## config.mk

```make
export PLATFORM = sky130hd
export DESIGN_NAME = pwm_capture
export DESIGN_NICKNAME = d
export VERILOG_FILES = /design/src/rtl/pwm_capture_pkg.sv /design/src/rtl/pwm_edge_sync.sv /design/src/rtl/pwm_capture.sv
export SDC_FILE = /design/constraint.sdc
export NUM_CORES = 1
export LEC_CHECK = 0
export CAP_MARGIN = 30
export CORE_UTILIZATION = 40
export CTS_CLUSTER_DIAMETER = 200
export CTS_CLUSTER_SIZE = 28
export DETAILED_ROUTE_END_ITERATION = 7
export HOLD_SLACK_MARGIN = 0.06
export PLACE_DENSITY = 0.58
export SLEW_MARGIN = 30
export SYNTH_ARGS = -nofsm -noshare
export SYNTH_HDL_FRONTEND = slang
export SYNTH_HIERARCHICAL = 1
export SYNTH_SLANG_ARGS = --single-unit
```

## constraint.sdc

```tcl
create_clock -name clk -period 4 [get_ports clk]
set_clock_uncertainty 0.2 [all_clocks]
set_input_delay 0.6 -clock clk [delete_from_list [all_inputs] [get_ports clk]]
set_output_delay 0.6 -clock clk [all_outputs]
set_load 0.005 [all_outputs]
```

## src/rtl/pwm_capture_pkg.sv

```systemverilog
// Shared definitions for the PWM capture block and the generator side of the link:
// FSM state encodings and the default counter width.
package pwm_capture_pkg;

  localparam int PWM_CW = 9;

  typedef enum logic [1:0] {
    ST_IDLE = 2'd0,
    ST_HIGH = 2'd1,
    ST_LOW  = 2'd2
  } pwm_state_t;

endpackage

```

## src/rtl/pwm_edge_sync.sv

```systemverilog
// Two-flop synchroniser plus a delay flop for an asynchronous level input.
// Produces the synchronised level and single-cycle rise/fall strobes.
module pwm_edge_sync (
  input  logic clk,
  input  logic rst,
  input  logic d_in,
  output logic lvl,
  output logic rise,
  output logic fall
);

  logic s1_reg;
  logic s2_reg;
  logic s3_reg;

  always_ff @(posedge clk or posedge rst) begin
    if (rst) begin
      s1_reg <= 1'b0;
      s2_reg <= 1'b0;
      s3_reg <= 1'b0;
    end else begin
      s1_reg <= d_in;
      s2_reg <= s1_reg;
      s3_reg <= s2_reg;
    end
  end

  assign lvl  = s2_reg;
  assign rise = s2_reg & ~s3_reg;
  assign fall = ~s2_reg & s3_reg;

endmodule

```

## src/rtl/pwm_capture.sv

```systemverilog
// Measures high time and rise-to-rise period of an incoming PWM signal in clk cycles,
// reporting once per complete period and flagging a stuck (0 % / 100 %) input.
module pwm_capture
  import pwm_capture_pkg::*;
#(
  parameter int CW = PWM_CW
) (
  input  logic          clk,
  input  logic          rst,
  input  logic          en,
  input  logic          pwm_in,
  output logic [CW-1:0] width_out,
  output logic [CW-1:0] period_out,
  output logic          duty_valid,
  output logic          stuck,
  output logic          stuck_lvl
);

  localparam logic [CW-1:0] CNT_MAX = '1;
  localparam logic [CW-1:0] CNT_ONE = CW'(1);

  logic          lvl;
  logic          rise;
  logic          fall;
  pwm_state_t    state_reg;
  logic [CW-1:0] hcnt_reg;
  logic [CW-1:0] pcnt_reg;
  logic [CW-1:0] hcnt_inc;
  logic [CW-1:0] pcnt_inc;
  logic          pcnt_sat;

  pwm_edge_sync u_sync (
    .clk  (clk),
    .rst  (rst),
    .d_in (pwm_in),
    .lvl  (lvl),
    .rise (rise),
    .fall (fall)
  );

  // Saturating increments; pcnt_sat marks the update that would reach the ceiling.
  assign hcnt_inc = (hcnt_reg == CNT_MAX) ? CNT_MAX : hcnt_reg + CNT_ONE;
  assign pcnt_inc = (pcnt_reg == CNT_MAX) ? CNT_MAX : pcnt_reg + CNT_ONE;
  assign pcnt_sat = (pcnt_inc == CNT_MAX);

  always_ff @(posedge clk or posedge rst) begin
    if (rst) begin
      state_reg  <= ST_IDLE;
      hcnt_reg   <= '0;
      pcnt_reg   <= '0;
      width_out  <= '0;
      period_out <= '0;
      duty_valid <= 1'b0;
      stuck      <= 1'b0;
      stuck_lvl  <= 1'b0;
    end else begin
      duty_valid <= 1'b0;
      if (!en) begin
        state_reg <= ST_IDLE;
        hcnt_reg  <= '0;
        pcnt_reg  <= '0;
      end else begin
        case (state_reg)
          ST_IDLE: begin
            // The first rise only opens a period; nothing is reported from it.
            if (rise) begin
              state_reg <= ST_HIGH;
              hcnt_reg  <= CNT_ONE;
              pcnt_reg  <= CNT_ONE;
            end else if (pcnt_reg != CNT_MAX) begin
              pcnt_reg <= pcnt_inc;
              if (pcnt_sat) begin
                stuck     <= 1'b1;
                stuck_lvl <= lvl;
              end
            end
          end
          ST_HIGH: begin
            if (pcnt_sat) begin
              state_reg <= ST_IDLE;
              hcnt_reg  <= '0;
              pcnt_reg  <= '0;
              stuck     <= 1'b1;
              stuck_lvl <= 1'b1;
            end else begin
              pcnt_reg <= pcnt_inc;
              if (fall) begin
                state_reg <= ST_LOW;
              end else begin
                hcnt_reg <= hcnt_inc;
              end
            end
          end
          ST_LOW: begin
            // Rise closes the period and opens the next; it beats saturation.
            if (rise) begin
              width_out  <= hcnt_reg;
              period_out <= pcnt_reg;
              duty_valid <= 1'b1;
              stuck      <= 1'b0;
              state_reg  <= ST_HIGH;
              hcnt_reg   <= CNT_ONE;
              pcnt_reg   <= CNT_ONE;
            end else if (pcnt_sat) begin
              state_reg <= ST_IDLE;
              hcnt_reg  <= '0;
              pcnt_reg  <= '0;
              stuck     <= 1'b1;
              stuck_lvl <= 1'b0;
            end else begin
              pcnt_reg <= pcnt_inc;
            end
          end
          default: begin
            state_reg <= ST_IDLE;
            hcnt_reg  <= '0;
            pcnt_reg  <= '0;
          end
        endcase
      end
    end
  end

endmodule

```

Word-level counts from Yosys, hierarchy flattened
Cells that the tools add are included.
Storage, ports and cells
  register bits: 44
  output and inout port bits: 21
  word-level logic and storage cells: 78
Operators by class
  $add $sub $neg: 2
  equality and inequality tests: 17
  muxes and demuxes: 37
  bitwise logic cells: 4
  reduce and logical (&&, ||, !) cells: 7
Operators with widths (number)
  2-to-1 mux 9 bit: 13
  case mux 9 bit (3 select lines): 2
  equality test 9 bit (second input constant): 3
  adder 9 x 1 -> 9 bit (second input constant): 2
  inequality test 4 bit (second input constant): 4
  2-to-1 mux 1 bit: 13
  2-to-1 mux 2 bit: 6
  inequality test 2 bit (second input constant): 6
  inequality test 9 bit (second input constant): 1
  AND reduction 3 bit: 3
  AND reduction 8 bit: 1
  case mux 1 bit (3 select lines): 2
  case mux 2 bit (3 select lines): 1
  AND reduction 4 bit: 1
  inequality test 3 bit (second input constant): 1
  nonzero test 3 bit: 1
  bitwise AND 1 bit: 2
  equality test 2 x 1 -> 1 bit (second input constant): 1
  equality test 2 bit (second input constant): 1
  logical NOT 2 bit: 1
  NOT 1 bit: 2

Logic depth before layout (Yosys ltp)
Gate-level depths: netlist (run 1).
  depth after elaboration: 7
  gate-level depth with buffers: 8
  mapped depth without buffers: 6

By module
Netlist (run 1), hierarchy kept.
By module, submodules not included
  pwm_capture: instances 1, cells each 207, area each 2167.1 um2
  pwm_edge_sync: instances 1, cells each 6, area each 93.8 um2

Worst setup path before layout (run 1)
OpenSTA, ideal clock, no wires.
  path type: reg2reg
  from: reg pcnt_reg[1]
  to: reg hcnt_reg[2]
  setup time: 0.121 ns
  arrival: 1.844 ns
  data required time: 3.679 ns
  slack: 1.835 ns
  stages on the path, launching flop included: 8
  path buffers: 1
  period minus slack after synthesis: 2.165 ns
  cell sequence: dfrtp_1 ha_1 xnor2_1 nor4b_4 o2111ai_2 and2_1 buf_6 o22a_1
Between the ends
  word-level cells in the longest chain between the ends: 6
  elaborated cells on any way between the ends: 10
RTL lines
  start, declared: line pwm_capture.sv:27  | logic [CW-1:0] pcnt_reg;
  start signal, assigned: line pwm_capture.sv:71  | pcnt_reg <= pcnt_inc;
  start signal, assigned: line pwm_capture.sv:86  | pcnt_reg <= pcnt_inc;
  start signal, assigned: line pwm_capture.sv:111  | pcnt_reg <= pcnt_inc;
  adder 9 x 1 -> 9 bit / equality test 9 bit (equally long branches): line pwm_capture.sv:43  | assign pcnt_inc = (pcnt_reg == CNT_MAX) ? CNT_MAX : pcnt_reg + CNT_ONE;
  2-to-1 mux 9 bit (*): line pwm_capture.sv:43
  equality test 9 bit (*): line pwm_capture.sv:44  | assign pcnt_sat = (pcnt_inc == CNT_MAX);
  2-to-1 mux 9 bit: line pwm_capture.sv:79  | if (pcnt_sat) begin
  case mux 9 bit (3 select lines): line pwm_capture.sv:63  | case (state_reg)
  2-to-1 mux 9 bit: line pwm_capture.sv:58  | if (!en) begin
  end signal, assigned: line pwm_capture.sv:90  | hcnt_reg <= hcnt_inc;
  end, declared: line pwm_capture.sv:26  | logic [CW-1:0] hcnt_reg;
Every way passes the cells marked *; elsewhere a longest branch is shown, timed or not.
A chain may end at the register's enable or synchronous reset.

Final worst setup path (run 1)
  from: reg pcnt_reg[0]
  to: reg hcnt_reg[4]
Same word-level chain as after synthesis.

==> impl_metrics.json, run 1 <==
{
  "die_h_um": 77.18,
  "power_density_mw_per_mm2": 428.8,
  "worst-path-max-fanout": 13,
  "cts_setup_buffers": 0,
  "fp.dieW_um": 77.18,
  "drive_gt1_share_pct": 14.77,
  "cp-start-kind": "flip-flop",
  "whs_ps": 156.8,
  "finalNetCount": 248,
  "yosysUniqueCellTypes": 39,
  "hpwl_mm": 3.033,
  "setup_viol": 0,
  "power.leakage_nw": 1.265,
  "ant_nets": 0,
  "dieArea_mm2": 0.005957,
  "rsz0062_at_grt": "no",
  "maxCapViolCount": 0,
  "clock-sinks": 44,
  "timing_worst_setup_path_type": "flip-flop to flip-flop",
  "max_freq_mhz": 370.0,
  "grt_first_pass_wirelength_mm": 7.534,
  "place_worst_setup_slack_ps": 1322,
  "grt.overflow.total": 0,
  "cts-resized-gates": 0,
  "clock_latency_ps": 290,
  "synthFlopType": "dfrtp_1",
  "ys_seq_area_share_pct": 48.70,
  "hold_buffers": 0,
  "max-slew-margin-rel_pct": 61.07,
  "place_congestion": 0.8285,
  "n_fill_cell": 520,
  "period_minus_slack_ps": 2703,
  "grt_usage_pct": 15.93,
  "grt_pass1_vias": 1526,
  "grt_max_degree": 42,
  "multiInputGateArea_mm2": 0.001081,
  "synth_cells": 213,
  "core_area_mm2": 0.005473,
  "clkTransAtPathRegs_ps": 80,
  "drt_first_iter_violations": 83,
  "fin_crit_sh_pct": 67.57,
  "rows": 27,
  "crit_path_end_kind": "flip-flop",
  "postLayoutCoreUtil_pct": 49.22,
  "antenna_found_initial": 0,
  "ys_warn_count": 6,
  "status": "finished, final reports clean",
  "hp-class": "flip-flop to flip-flop",
  "syn_avg_cell_area_um2": 10.61,
  "cts_tree": "yes",
  "drt-total-wl_mm": 4.371,
  "min_path_cells": 0,
  "clk_path_buf_depth": 2,
  "num_vias": 1634,
  "final-seq-area_mm2": 0.001101,
  "htreeDepth": 2,
  "cts_made_buffers": 5,
  "synth-edff-count": 0,
  "ys_ff_latch": 44,
  "cp_data_required_time_ps": 3980,
  "io_buffers": 24,
  "rrSetupSlack_ps": 1300,
  "ir_worst_vdd_v": 0.0001898,
  "syn2layout_area_growth_pct": 19.15,
  "final_hold_viol_count": 0,
  "ys_async_sr_fraction_pct": 100.0,
  "r2r_cells": 6,
  "synth_nets": 224,
  "synthesis.area_mm2": 0.002261,
  "viasPerCell": 5.288,
  "drv_slew": 0,
  "setup_slack_ps": 1297,
  "fin_tns_setup_ps": 0,
  "boundaryPins": 25,
  "dr.pass1.iters": 4,
  "detail_route.wl_per_cell_um": 14.15,
  "diodes": 0,
  "initial_utilization_pct": 41.31,
  "max_slew.worst_pin.slew_ps": 581.7,
  "drc": 0,
  "cts_root_buf": "clkbuf_8",
  "crit_arrival_ps": 2690
}
-- power by group --
| part | internal, mW | switching [mW] |
|---|---|---|
| combinational | 0.107 | 0.141 |
| clock | 0.246 | 0.146 |
| sequential | 0.475 | 0.0398 |
| total | 0.828 | 0.327 |
-- worst max-delay path, cell delays in order, from the launching register on --
cell       delay (ps)
dfrtp_1           500
ha_1              340
xnor2_1           200
nor4b_4           370
o2111ai_2         370
and2_1            380
o22a_1            240
-- stage by stage --
step	instances	cell area, um^2	power [mW]
after floorplan	213	2261	0.7013
after global placement	302	2565	0.7700
after detailed placement	302	2565	0.7740
after CTS	309	2694	1.171
after global routing	309	2694	1.223
final	309	2694	1.155
-- cells in the final DEF, fill, tap and decap left out, types with 5 or more instances in the layout --
master,netlist,layout
nand2_1,18,18
dfrtp_1,44,44
nor2_1,10,10
ha_1,7,7
a31oi_1,10,10
inv_1,8,8
nand3_1,8,8
mux2_2,19,19
o22a_1,7,7
clkbuf_8,0,5
nand4_1,6,6
o21ai_0,13,13
clkdlybuf4s50_1,0,24
a21oi_1,9,9
-- final cells by class --
class / instances / area share, %
tap: 72 / 3.344
inverter: 8 / 1.115
clock buffer: 5 / 2.555
clock inverter: 2 / 2.229
multi-input combinational: 151 / 40.13
timing repair buffer: 27 / 9.754
sequential: 44 / 40.87
-- layer usage --
layer,share of wire [%],track usage (%)
met1,54,23.53
met2,43,23.10
met3,2.3,2.738
met4,1.0,5.849
met5,0,0
-- cells by family after synthesis --
family                   count (synthesis)  synth area share [%]
adder cells (fa/ha/maj)                  7                 3.874
AO/OA/AOI/OAI                           58                 17.43
multiplexers                            23                 11.23
AND/OR/NAND/NOR                         59                 13.72
buffers and inverters                   18                 3.486
XOR/XNOR                                 4                 1.549
flip-flops                              44                 48.70
-- synth_stat cells (2+ instances only) --
master    count  area [um^2]
xnor2_1       4        35.03
inv_1         8        30.03
mux2_2       19        214.0
and3_1        3        18.77
nand2_1      18        67.56
nand4_1       6        37.54
nand2b_1      3        18.77
a21oi_1       9        45.04
nand3_1       8        40.04
mux2i_1       4        40.04
nor2_1       10        37.54
dfrtp_1      44         1101
a21boi_0      4        30.03
a211oi_1      2        15.01
a22oi_1       2        15.01
o22ai_1       2        12.51
ha_1          7        87.58
o22a_1        7        61.31
clkbuf_1      6        22.52
o21ai_0      13        65.06
a31oi_1      10        62.56
buf_2         3        15.01
and2_1        4        25.02
nor2b_1       2        12.51
-- worst paths after layout --
check | end | startpoint
worst max-delay path | hcnt_reg[4] | pcnt_reg[0]
worst min-delay path | u_sync/lvl | u_sync/s1_reg
worst max register to register | hcnt_reg[4] | pcnt_reg[0]
worst min register to register | u_sync/lvl | u_sync/s1_reg
max in group asynchronous | state_reg[1] | rst
min in group asynchronous | u_sync/lvl | rst
Note: power is estimated with default switching activity, not from simulation.
==> run 2, diff against run 1 <==
Clock period 4 ns to 2.5 ns, I/O delays scaled along.
==> run 2 against run 1 <==
  * Global-route usage grew 0.71 points
  * Sequential share of layout area shrank 0.91 points
  * Cell area grew 2.3%
  * Sequential power grew 58%
  * Register-to-register slack lost 1100 ps
  * Clock power grew 41%
  * First-iteration DRC count grew 2.4%
  * Worst setup slack lost 1100 ps
  * Via count grew 6.6%
  * Critical endpoint is now hcnt_reg[1]
  * Largest cell class unchanged
  * Largest power group unchanged
  * Highest routed layer unchanged
==> impl_metrics.json, run 2 (synthesized netlist as in run 1, its figures left out) <==
{
  "postLayoutCoreUtil_pct": 50.34,
  "dp.cells": 309,
  "core_area_mm2": 0.005473,
  "diodes": 0,
  "period_minus_slack_ps": 2340,
  "final_common_cell": "dfrtp_1",
  "drive_gt1_share_pct": 18.55,
  "wl_met3_um": 154,
  "grt_first_pass_wirelength_mm": 7.790,
  "ant_nets": 0,
  "r2r-start": "pcnt_reg[1]",
  "drv_slew": 0,
  "final_cells": 320,
  "detail_route.wl_per_cell_um": 14.48,
  "num_vias": 1742,
  "r2r_cells": 6,
  "grt_max_degree": 42,
  "wl_met2_mm": 2.029,
  "status": "finished, final reports clean",
  "fp.dieW_um": 77.18,
  "pwr-share-clk_pct": 30.9,
  "finalNetCount": 258,
  "cp_data_required_time_ps": 2510,
  "antenna_found_initial": 0,
  "p_int_mw": 1.235,
  "slowest_delay_ps": 440,
  "worstHoldStart": "u_sync/s1_reg",
  "grt_usage_pct": 16.64,
  "dr.max_layer_used": "met4",
  "maxCapViolCount": 0,
  "setup_viol": 0,
  "cts_root_buf": "clkbuf_8",
  "grt.overflow.total": 0,
  "clock_latency_ps": 310,
  "max_slew.worst_pin.slew_ps": 517.1,
  "syn2layout_area_growth_pct": 21.86,
  "swShare_pct": 30.87,
  "die_h_um": 77.18,
  "crit_path_end_kind": "flip-flop",
  "timing_worst_setup_path_type": "flip-flop to flip-flop",
  "seqPwrFrac_pct": 45.6,
  "boundaryPins": 25,
  "dieArea_mm2": 0.005957,
  "cts_tree": "yes",
  "final_hold_viol_count": 0,
  "drc": 0,
  "worstPathCellList": "ha_1, xnor2_1, nor4b_4, o2111ai_2, and2_1, o31ai_2",
  "drt-total-wl_mm": 4.632,
  "hpwl_mm": 3.119,
  "p_sw_uw": 551.6,
  "holdPathEnd": "u_sync/lvl",
  "final_cell_mix": "44 x dfrtp_1, 24 x clkdlybuf4s50_1, 19 x mux2_2",
  "critPathTopFamily": "simple AND/OR/NAND/NOR gates",
  "clock-sinks": 44,
  "power.leakage_nw": 1.304,
  "r2r_end": "hcnt_reg[1]",
  "initial_utilization_pct": 41.31,
  "rows": 27,
  "drt_first_iter_violations": 85,
  "grt_pass1_vias": 1562,
  "crit_path_top_delay_cell": "dfrtp_1",
  "wl_met1_mm": 2.325,
  "power_density_mw_per_mm2": 648.5,
  "place_congestion": 0.8486,
  "cts_made_buffers": 5,
  "ir_worst_vdd_v": 0.0003514,
  "combPwrFrac_pct": 23.5,
  "fin_tns_setup_ps": 0,
  "io_buffers": 24,
  "crit_arrival_ps": 2360,
  "rrSetupSlack_ps": 160,
  "hp-class": "flip-flop to flip-flop",
  "clk_path_buf_depth": 2,
  "path_buf_inv": 0,
  "viasPerCell": 5.444,
  "htreeDepth": 2,
  "cp-start-kind": "flip-flop",
  "max-slew-margin-rel_pct": 65.53,
  "min_path_cells": 0,
  "rsz0062_at_grt": "no",
  "clkTransAtPathRegs_ps": 90,
  "dr.pass1.iters": 4,
  "worst-path-max-fanout": 7,
  "fin_crit_sh_pct": 93.61,
  "max_freq_mhz": 427.3
}
## run 2: cell types whose count changed in the layout (fill, tap and decap cells not counted)
cell,change
a311o_1,-1
a311o_2,+1
buf_4,+9
bufinv_16,-1
clkinv_2,+1
clkinvlp_4,+1
dlygate4sd3_1,+1
## run 2: final cells by class
class / count / area (um^2)
fillers: 509 / 2718
multi-input cells: 151 / 1082
clock inverters: 3 / 42.54
inverters: 8 / 30.03
clock buffers: 5 / 68.82
repair buffers: 37 / 340.3
well taps: 72 / 90.09
flip-flops and latches: 44 / 1101
## run 2: how the worst max path moves through the flow
stage                   to         from  slack (ps)  depth (start not counted)
2_1_floorplan  hcnt_reg[7]  pcnt_reg[1]         330                          7
3_3_place_gp   hcnt_reg[4]           en         140                          6
3_5_place_dp   hcnt_reg[4]  pcnt_reg[1]         120                          6
4_1_cts        hcnt_reg[6]  pcnt_reg[1]         120                          6
5_1_grt        hcnt_reg[1]  pcnt_reg[1]          40                          6
6_report       hcnt_reg[1]  pcnt_reg[1]         160                          6
## run 2: power by group through the flow
stage	Combinational [mW]	Sequential [mW]	Clock, mW
after floorplan	0.307	0.815	0
after global placement	0.415	0.828	0
after detailed placement	0.412	0.829	0
after CTS	0.422	0.816	0.566
after global routing	0.477	0.826	0.588
final	0.420	0.816	0.551
## run 2: stage by stage
| step | power [mW] | setup slack, ps | hold slack, ps | area (um^2) |
|---|---|---|---|---|
| floorplan | 1.122 | 334.5 | -71.36 | 2261 |
| global placement | 1.242 | 139.5 | 141.9 | 2618 |
| detailed placement | 1.241 | 123.4 | 143.4 | 2618 |
| CTS | 1.804 | 121.2 | 162.5 | 2739 |
| global route | 1.891 | 44.24 | 179.4 | 2755 |
| finish | 1.787 | 159.7 | 159.4 | 2755 |
## run 2: repair_timing
item	4_1_cts	5_1_grt
setup buffers	0	2
resized for setup	0	1
hold buffers	1	0
endpoints found under the hold margin	3	0
setup endpoints to repair	0	10
## run 2: per-layer routing
layer  track usage, %  up-vias
met5                0        -
met4            7.547        0
met3            3.214       10
met2            24.60       38
met1            23.41      848
li1                 -      846
